## config.mk

```make
export PLATFORM = sky130hd
export DESIGN_NAME = ob_fill_ctrl_flat
export DESIGN_NICKNAME = d
export VERILOG_FILES = /design/src/rtl/ob_fill_ctrl_if.sv /design/src/rtl/ob_fill_ctrl.sv /design/src/flat_wrapper.sv
export SDC_FILE = /design/constraint.sdc
export NUM_CORES = 1
export LEC_CHECK = 0
export BUFFER_PORTS_ARGS = -buffer_cell sky130_fd_sc_hd__buf_2
export CORE_MARGIN = 2
export CORE_UTILIZATION = 46
export DETAILED_ROUTE_END_ITERATION = 16
export PLACE_DENSITY = 0.73
export SLEW_MARGIN = 30
export SYNTH_ARGS = -nofsm -noshare
export SYNTH_HDL_FRONTEND = slang
export SYNTH_SLANG_ARGS = --single-unit
```

## constraint.sdc

```tcl
create_clock -name wb_clk_i -period 2.3 [get_ports wb_clk_i]
set_clock_uncertainty 0.15 [all_clocks]
set_input_delay 0.345 -clock wb_clk_i [delete_from_list [all_inputs] [get_ports wb_clk_i]]
set_output_delay 0.345 -clock wb_clk_i [all_outputs]
set_load 0.1 [all_outputs]
```

## src/rtl/ob_fill_ctrl_if.sv

```systemverilog
// Sense-amp fill / Wishbone readout bundle between the output-buffer controller and its host.
// The slave side is the controller; the master side drives strobes and observes buffer state.
interface ob_fill_ctrl_if #(
  parameter int WIDTH_SA = 16,
  parameter int WIDTH_OB = 64
);
  logic                clear;
  logic                sa_valid;
  logic [WIDTH_SA-1:0] sa_data;
  logic                rd_req;
  logic [1:0]          rd_sel;
  logic [WIDTH_SA-1:0] sa_hold;
  logic [WIDTH_OB-1:0] ob_data;
  logic [2:0]          ob_count;
  logic                ob_full;
  logic                overflow;
  logic [2:0]          mux_sel;
  logic                rd_ack;

  modport master (
    output clear, sa_valid, sa_data, rd_req, rd_sel,
    input  sa_hold, ob_data, ob_count, ob_full, overflow, mux_sel, rd_ack
  );

  modport slave (
    input  clear, sa_valid, sa_data, rd_req, rd_sel,
    output sa_hold, ob_data, ob_count, ob_full, overflow, mux_sel, rd_ack
  );
endinterface

```

## src/rtl/ob_fill_ctrl.sv

```systemverilog
// Output-buffer fill controller: packs sense-amp words into lanes, tracks fill/overflow,
// and sequences the Wishbone read handshake that steers the SA/OB output mux.
module ob_fill_ctrl #(
  parameter int WIDTH_SA = 16,
  parameter int WIDTH_OB = 64
) (
  input  logic            wb_clk_i,
  input  logic            wb_rst_n,
  ob_fill_ctrl_if.slave   bus
);

  localparam int         LANES    = WIDTH_OB / WIDTH_SA;
  localparam logic [2:0] FULL_CNT = 3'(LANES);

  typedef enum logic [1:0] {
    R_IDLE = 2'd0,
    R_SEL  = 2'd1,
    R_ACK  = 2'd2
  } rd_state_t;

  rd_state_t           state_q;
  rd_state_t           state_d;
  logic [1:0]          sel_q;
  logic [2:0]          mux_sel_c;
  logic                rd_ack_c;

  logic [WIDTH_SA-1:0] hold_q;
  logic [WIDTH_OB-1:0] data_q;
  logic [2:0]          cnt_q;
  logic                ovf_q;
  logic                full_c;
  logic                release_c;
  logic [2:0]          base_cnt;

  // Read target to one-hot mux select; the invalid code parks the mux so the read returns 0.
  function automatic logic [2:0] decode_sel(input logic [1:0] sel);
    case (sel)
      2'b00:   return 3'b100;
      2'b01:   return 3'b001;
      2'b10:   return 3'b010;
      default: return 3'b000;
    endcase
  endfunction

  always_ff @(posedge wb_clk_i or negedge wb_rst_n) begin
    if (!wb_rst_n) begin
      state_q <= R_IDLE;
      sel_q   <= 2'b00;
    end else begin
      state_q <= state_d;
      if (state_q == R_IDLE && bus.rd_req) begin
        sel_q <= bus.rd_sel;
      end
    end
  end

  // rd_req is only looked at in R_IDLE, which spaces acks at least three cycles apart.
  always_comb begin
    state_d = state_q;
    case (state_q)
      R_IDLE:  if (bus.rd_req) state_d = R_SEL;
      R_SEL:   state_d = R_ACK;
      R_ACK:   state_d = R_IDLE;
      default: state_d = R_IDLE;
    endcase
  end

  always_comb begin
    mux_sel_c = 3'b000;
    rd_ack_c  = 1'b0;
    case (state_q)
      R_SEL: mux_sel_c = decode_sel(sel_q);
      R_ACK: begin
        mux_sel_c = decode_sel(sel_q);
        rd_ack_c  = 1'b1;
      end
      default: ;
    endcase
  end

  assign full_c    = (cnt_q == FULL_CNT);
  // Reading the upper half of a full buffer hands it back for refill at the end of the ack.
  assign release_c = (state_q == R_ACK) && (sel_q == 2'b10) && full_c;
  assign base_cnt  = release_c ? 3'd0 : cnt_q;

  always_ff @(posedge wb_clk_i or negedge wb_rst_n) begin
    if (!wb_rst_n) begin
      hold_q <= '0;
      data_q <= '0;
      cnt_q  <= 3'd0;
      ovf_q  <= 1'b0;
    end else begin
      if (bus.sa_valid) begin
        hold_q <= bus.sa_data;
      end
      if (bus.clear) begin
        data_q <= '0;
        cnt_q  <= 3'd0;
        ovf_q  <= 1'b0;
      end else begin
        if (release_c) begin
          cnt_q <= 3'd0;
          ovf_q <= 1'b0;
        end
        if (bus.sa_valid) begin
          if (base_cnt < FULL_CNT) begin
            for (int k = 0; k < LANES; k++) begin
              if (base_cnt == 3'(k)) begin
                data_q[k*WIDTH_SA +: WIDTH_SA] <= bus.sa_data;
              end
            end
            cnt_q <= base_cnt + 3'd1;
          end else begin
            ovf_q <= 1'b1;
          end
        end
      end
    end
  end

  assign bus.sa_hold  = hold_q;
  assign bus.ob_data  = data_q;
  assign bus.ob_count = cnt_q;
  assign bus.ob_full  = full_c;
  assign bus.overflow = ovf_q;
  assign bus.mux_sel  = mux_sel_c;
  assign bus.rd_ack   = rd_ack_c;

endmodule

```

## src/flat_wrapper.sv

```systemverilog
// flat-port wrapper written by rule: the top's interface ports become plain ports
module ob_fill_ctrl_flat 
#(
  parameter int WIDTH_SA = 16,
  parameter int WIDTH_OB = 64
)
  (wb_clk_i, wb_rst_n, bus_clear, bus_sa_valid, bus_sa_data, bus_rd_req, bus_rd_sel, bus_sa_hold, bus_ob_data, bus_ob_count, bus_ob_full, bus_overflow, bus_mux_sel, bus_rd_ack);
  ob_fill_ctrl_if #(.WIDTH_SA(WIDTH_SA), .WIDTH_OB(WIDTH_OB)) bus_i ();
  input  logic wb_clk_i;
  input  logic wb_rst_n;
  input wire logic [$bits(bus_i.clear)-1:0] bus_clear;
  input wire logic [$bits(bus_i.sa_valid)-1:0] bus_sa_valid;
  input wire logic [$bits(bus_i.sa_data)-1:0] bus_sa_data;
  input wire logic [$bits(bus_i.rd_req)-1:0] bus_rd_req;
  input wire logic [$bits(bus_i.rd_sel)-1:0] bus_rd_sel;
  output wire logic [$bits(bus_i.sa_hold)-1:0] bus_sa_hold;
  output wire logic [$bits(bus_i.ob_data)-1:0] bus_ob_data;
  output wire logic [$bits(bus_i.ob_count)-1:0] bus_ob_count;
  output wire logic [$bits(bus_i.ob_full)-1:0] bus_ob_full;
  output wire logic [$bits(bus_i.overflow)-1:0] bus_overflow;
  output wire logic [$bits(bus_i.mux_sel)-1:0] bus_mux_sel;
  output wire logic [$bits(bus_i.rd_ack)-1:0] bus_rd_ack;
  assign bus_i.clear = bus_clear;
  assign bus_i.sa_valid = bus_sa_valid;
  assign bus_i.sa_data = bus_sa_data;
  assign bus_i.rd_req = bus_rd_req;
  assign bus_i.rd_sel = bus_rd_sel;
  assign bus_sa_hold = bus_i.sa_hold;
  assign bus_ob_data = bus_i.ob_data;
  assign bus_ob_count = bus_i.ob_count;
  assign bus_ob_full = bus_i.ob_full;
  assign bus_overflow = bus_i.overflow;
  assign bus_mux_sel = bus_i.mux_sel;
  assign bus_rd_ack = bus_i.rd_ack;
  ob_fill_ctrl #(.WIDTH_SA(WIDTH_SA), .WIDTH_OB(WIDTH_OB)) u_core (.wb_clk_i(wb_clk_i), .wb_rst_n(wb_rst_n), .bus(bus_i));
endmodule
```

== Word level (Yosys, flattened, before mapping) ==
Index checks and enable logic that the tools add are counted.

* Logic and storage cells: 57
* Register bits: 88

* Equality and inequality tests: 9
* Reductions and logical operators: 17
* Multiplexer cells: 20
* Magnitude comparators: 1
* $add $sub $neg: 1

{| class="wikitable"
|+ Operators by type and width
! cell !! number
|-
| $mux W64 || 3
|-
| $mux W16 || 4
|-
| $mux W3 || 5
|-
| $reduce_and A3 Y1 || 4
|-
| $reduce_bool A2 Y1 || 6
|-
| $pmux W3 S3 || 1
|-
| $eq A3 B2 Y1 const B || 2
|-
| $mux W1 || 5
|-
| $eq A2 B1 Y1 const B || 2
|-
| $eq A2 B2 Y1 const B || 2
|-
| $logic_not A2 Y1 || 2
|-
| $pmux W2 S2 || 1
|-
| $add A3 B1 Y3 const B || 1
|-
| $eq A3 B1 Y1 const B || 1
|-
| $eq A3 B3 Y1 const B || 1
|-
| $logic_and A1 B1 Y1 || 3
|-
| $logic_not A3 Y1 || 1
|-
| $lt A3 B3 Y1 const B || 1
|-
| $mux W2 || 1
|-
| $ne A2 B2 Y1 const B || 1
|-
| $reduce_or A2 Y1 || 1
|}

== Depth between registers and ports, before layout ==
* Word-level depth: 9
* Depth in mapped cells: 7
* Gate-level depth less buffers: 5

== Worst setup path after synthesis ==
No wires, ideal clock.

* Path type: reg2out
* Start point: register u_core.state_q[0]
* End point: output port bus_mux_sel[2]
* Required time: 1.805 ns
* Data arrival time: 2.876 ns
* Buffers on the path: 0
* Path slack: -1.071 ns
* Cell stages (with the launch flop): 4
* Cells stage by stage: dfrtp_1 -> inv_1 -> ha_1 -> nor3b_1

* Word-level cells in the longest chain between the ends: 3

{| class="wikitable"
|+ RTL lines
! element !! RTL line !! text
|-
| start, declared || ob_fill_ctrl.sv:21 || <nowiki>rd_state_t state_q;</nowiki>
|-
| start signal, assigned || ob_fill_ctrl.sv:50 || <nowiki>state_q <= state_d;</nowiki>
|-
| $eq A2 B1 Y1 / $eq A2 B2 Y1 (equally long branches) || - ||
|-
| $reduce_or A2 Y1 (no source line) (*) || - ||
|-
| $mux W3 (*) || - ||
|-
| end, declared || flat_wrapper.sv:21 || <nowiki>output wire logic [$bits(bus_i.mux_sel)-1:0] bus_mux_sel;</nowiki>
|}

Mark *: on every way between the ends. The rest lies on a longest branch, timed or not.

== Final worst setup path ==
* Start point: register u_core.state_q[0]
* End point: output port bus_mux_sel[1]

Same word-level chain as after synthesis.

==> results.sh <==
export IMPL_vias=2740
export IMPL_ir_worst_vdd_uv=935
export IMPL_avgSynthCellArea_um2=12.9
export IMPL_worstPathArrival_ns=1.72
export IMPL_synth_warnings=0
export IMPL_clockRootBuffer="clkbuf_8"
export IMPL_ant_nets=0
export IMPL_p_total_mw=4.67
export IMPL_htree_levels=3
export IMPL_slew_headroom=0.663
export IMPL_wl_per_cell_um=16.7
export IMPL_coreArea_um2=8640
export IMPL_drive_gt1_frac=0.383
export IMPL_worst_slew_pin_slew_ns=0.510
export IMPL_synthDominantCellAreaShare=0.541
export IMPL_syn_area_um2=4070
export IMPL_yosys_cell_count_top_type="dfrtp_1"
export IMPL_clockBufferDepth=2
export IMPL_p_leak_nw=2.76
export IMPL_synthesis_nets=347
export IMPL_finalNetCount=460
export IMPL_firstDrtPassIters=4
export IMPL_synth_area_leaders="dfrtp_1 54%, mux2i_1 16%, nand2b_1 12%"
export IMPL_antenna_cells=0
export IMPL_numCtsBuffers=9
export IMPL_hold_violations=0
export IMPL_cts_clk_slew_worst_paths_ns=0.08
export IMPL_hold_path_class="in2reg"
export IMPL_wirelength_mm=9.05
export IMPL_synth_ff_type="dfrtp_1"
export IMPL_rows=34
export IMPL_insertion_delay_ns=0.35
export IMPL_drv_cap=0
export IMPL_synth_edff_count=0
export IMPL_die_h_um=98.1
export IMPL_whs_ns=0.0777
export IMPL_powerDensity_nw_per_um2=928
export IMPL_crit_type="reg2out"
export IMPL_cts_setup_buffers=0
export IMPL_ioPinCount=112
export IMPL_synthArstFlopShare=1.00
export IMPL_die_area_um2=9620
export IMPL_start_kind="flop"
export IMPL_clock_sinks=88
export IMPL_hpwl_mm=6.62
export IMPL_path_max_fanout=4
export IMPL_crit_path_end_kind="output port"
export IMPL_period_needed_ns=2.22
export IMPL_drc_errors=0
export IMPL_required_ns=1.80
export IMPL_grt_remaining_overflow=0
export IMPL_antenna_found_initial=0
export IMPL_initial_utilization=0.472
export IMPL_reg2reg_slack_ns=0.22
export IMPL_place_area_um2=4770
export IMPL_drv_slew=0
export IMPL_die_w_um=98.1
export IMPL_stdcell_area_um2=5040
export IMPL_final_setup_viol_count=0
export IMPL_grt_pass1_wl_mm=14.9
export IMPL_grt_pass1_vias=2904
export IMPL_synth_distinct_cells=29
export IMPL_fmax_ghz=0.451
export IMPL_first_iter_violations=74
export IMPL_gp_congestion=0.776
export IMPL_tritoncts="done"
export IMPL_status="finished clean"
export IMPL_drt_vias_per_instance=5.06
export IMPL_portBuffers=111
export IMPL_synth_seq_area_share=0.541
export IMPL_area_growth_syn_to_layout_pct=23.7
export IMPL_fin_crit_sh=0.963
export IMPL_grt_usage=0.196
export IMPL_synthCells=316
export IMPL_ys_ff_latch=88
export IMPL_rsz0062_at_grt="no"
export IMPL_yosysTopAreaCell="dfrtp_1"
export IMPL_grt_max_degree=62
export IMPL_netlist_top_cells_count="88 x dfrtp_1, 81 x nand2b_1, 65 x mux2i_1, 18 x mux2_2, 12 x clkbuf_1"
[area by class of cell]
class	instances	area [um2]
Clock inverter	5	129
Fill cell	729	3600
Sequential cell	88	2200
Tap cell	108	135
Multi-Input combinational cell	203	1740
Timing Repair Buffer	123	691
Inverter	4	15.0
Clock buffer	10	128
[logic make-up after synthesis]
group,count (synthesis),share of synthesized area
compound gates,15,0.0393
simple gates,97,0.150
mux,83,0.210
buf+inv,25,0.0359
fa+ha+maj,8,0.0246
flops,88,0.541
[worst max-delay path, stage by stage, from the launching register on]
cell,delay [ns]
dfrtp_1,0.37
inv_1,0.09
ha_1,0.31
and3b_2,0.18
buf_2,0.42
[power breakdown]
group          internal [mW]  leakage [nW]  total (mW)  switching, mW
Clock                  0.830         0.127        1.36          0.528
Combinational          0.328          1.46        1.56           1.23
Sequential              1.67          1.17        1.76         0.0886
Total                   2.83          2.76        4.67           1.85
[per-stage QoR]
stage,setup TNS (ns),std cells,setup slack [ns],utilization
floorplan,-0.0892,316,-0.0892,-
global placement,0,525,0.367,0.552
detailed placement,0,525,0.237,0.552
CTS,0,541,0.0751,0.583
global route,0,541,0.0289,0.584
finish,0,541,0.0849,0.584
[flip-flops by register name, indices dropped and copies added (netlist names)]
| name | flops |
|---|---|
| u_core.bus.ob_count | 3 |
| u_core.bus.ob_data | 64 |
| u_core.bus.overflow | 1 |
| u_core.bus.sa_hold | 16 |
| u_core.sel_q | 2 |
| u_core.state_q | 2 |
[what timing repair did]
item / CTS / global route
endpoints found under the hold margin: 28 / 0
resized for setup: 0 / 1
hold buffers: 1 / 0
setup endpoints to repair: 0 / 1
[worst paths after layout]
| kind | startpoint | endpoint | depth (start not counted) |
|---|---|---|---|
| worst max-delay path | u_core.state_q[0] | bus_mux_sel[1] | 4 |
| worst min-delay path | bus_rd_sel[0] | u_core.sel_q[0] | 2 |
| worst max register to register | u_core.state_q[0] | u_core.bus.ob_data[3] | 5 |
| worst min register to register | u_core.bus.sa_hold[3] | u_core.bus.sa_hold[3] | 1 |
| max in group asynchronous | wb_rst_n | u_core.bus.ob_data[41] | 3 |
| min in group asynchronous | wb_rst_n | u_core.bus.sa_hold[13] | 2 |
[metal layers]
| layer | vias up | wire [um] | GRT usage |
|---|---|---|---|
| met4 | 0 | 129 | 0.0652 |
| met1 | 1372 | 3910 | 0.256 |
| met5 | - | 0 | 0 |
| met2 | 61 | 4610 | 0.329 |
| met3 | 12 | 401 | 0.0401 |
| li1 | 1295 | - | - |
[cells in the final DEF, fill, tap and decap left out, drive strengths merged]
cell / n
a41oi: 1
dfrtp: 88
nor3b: 1
a311oi: 2
mux2i: 65
dlygate4sd3: 1
a32oi: 3
a41o: 1
nand2: 4
inv: 5
nor2b: 1
nor2: 1
mux2: 18
a32o: 1
a211oi: 1
nand2b: 81
buf: 122
bufinv: 4
a21bo: 1
and2: 4
ha: 8
and3b: 4
nand4: 1
clkbuf: 10
a21oi: 3
o21ai: 2
No activity file was read; power rests on OpenSTA's default activity.
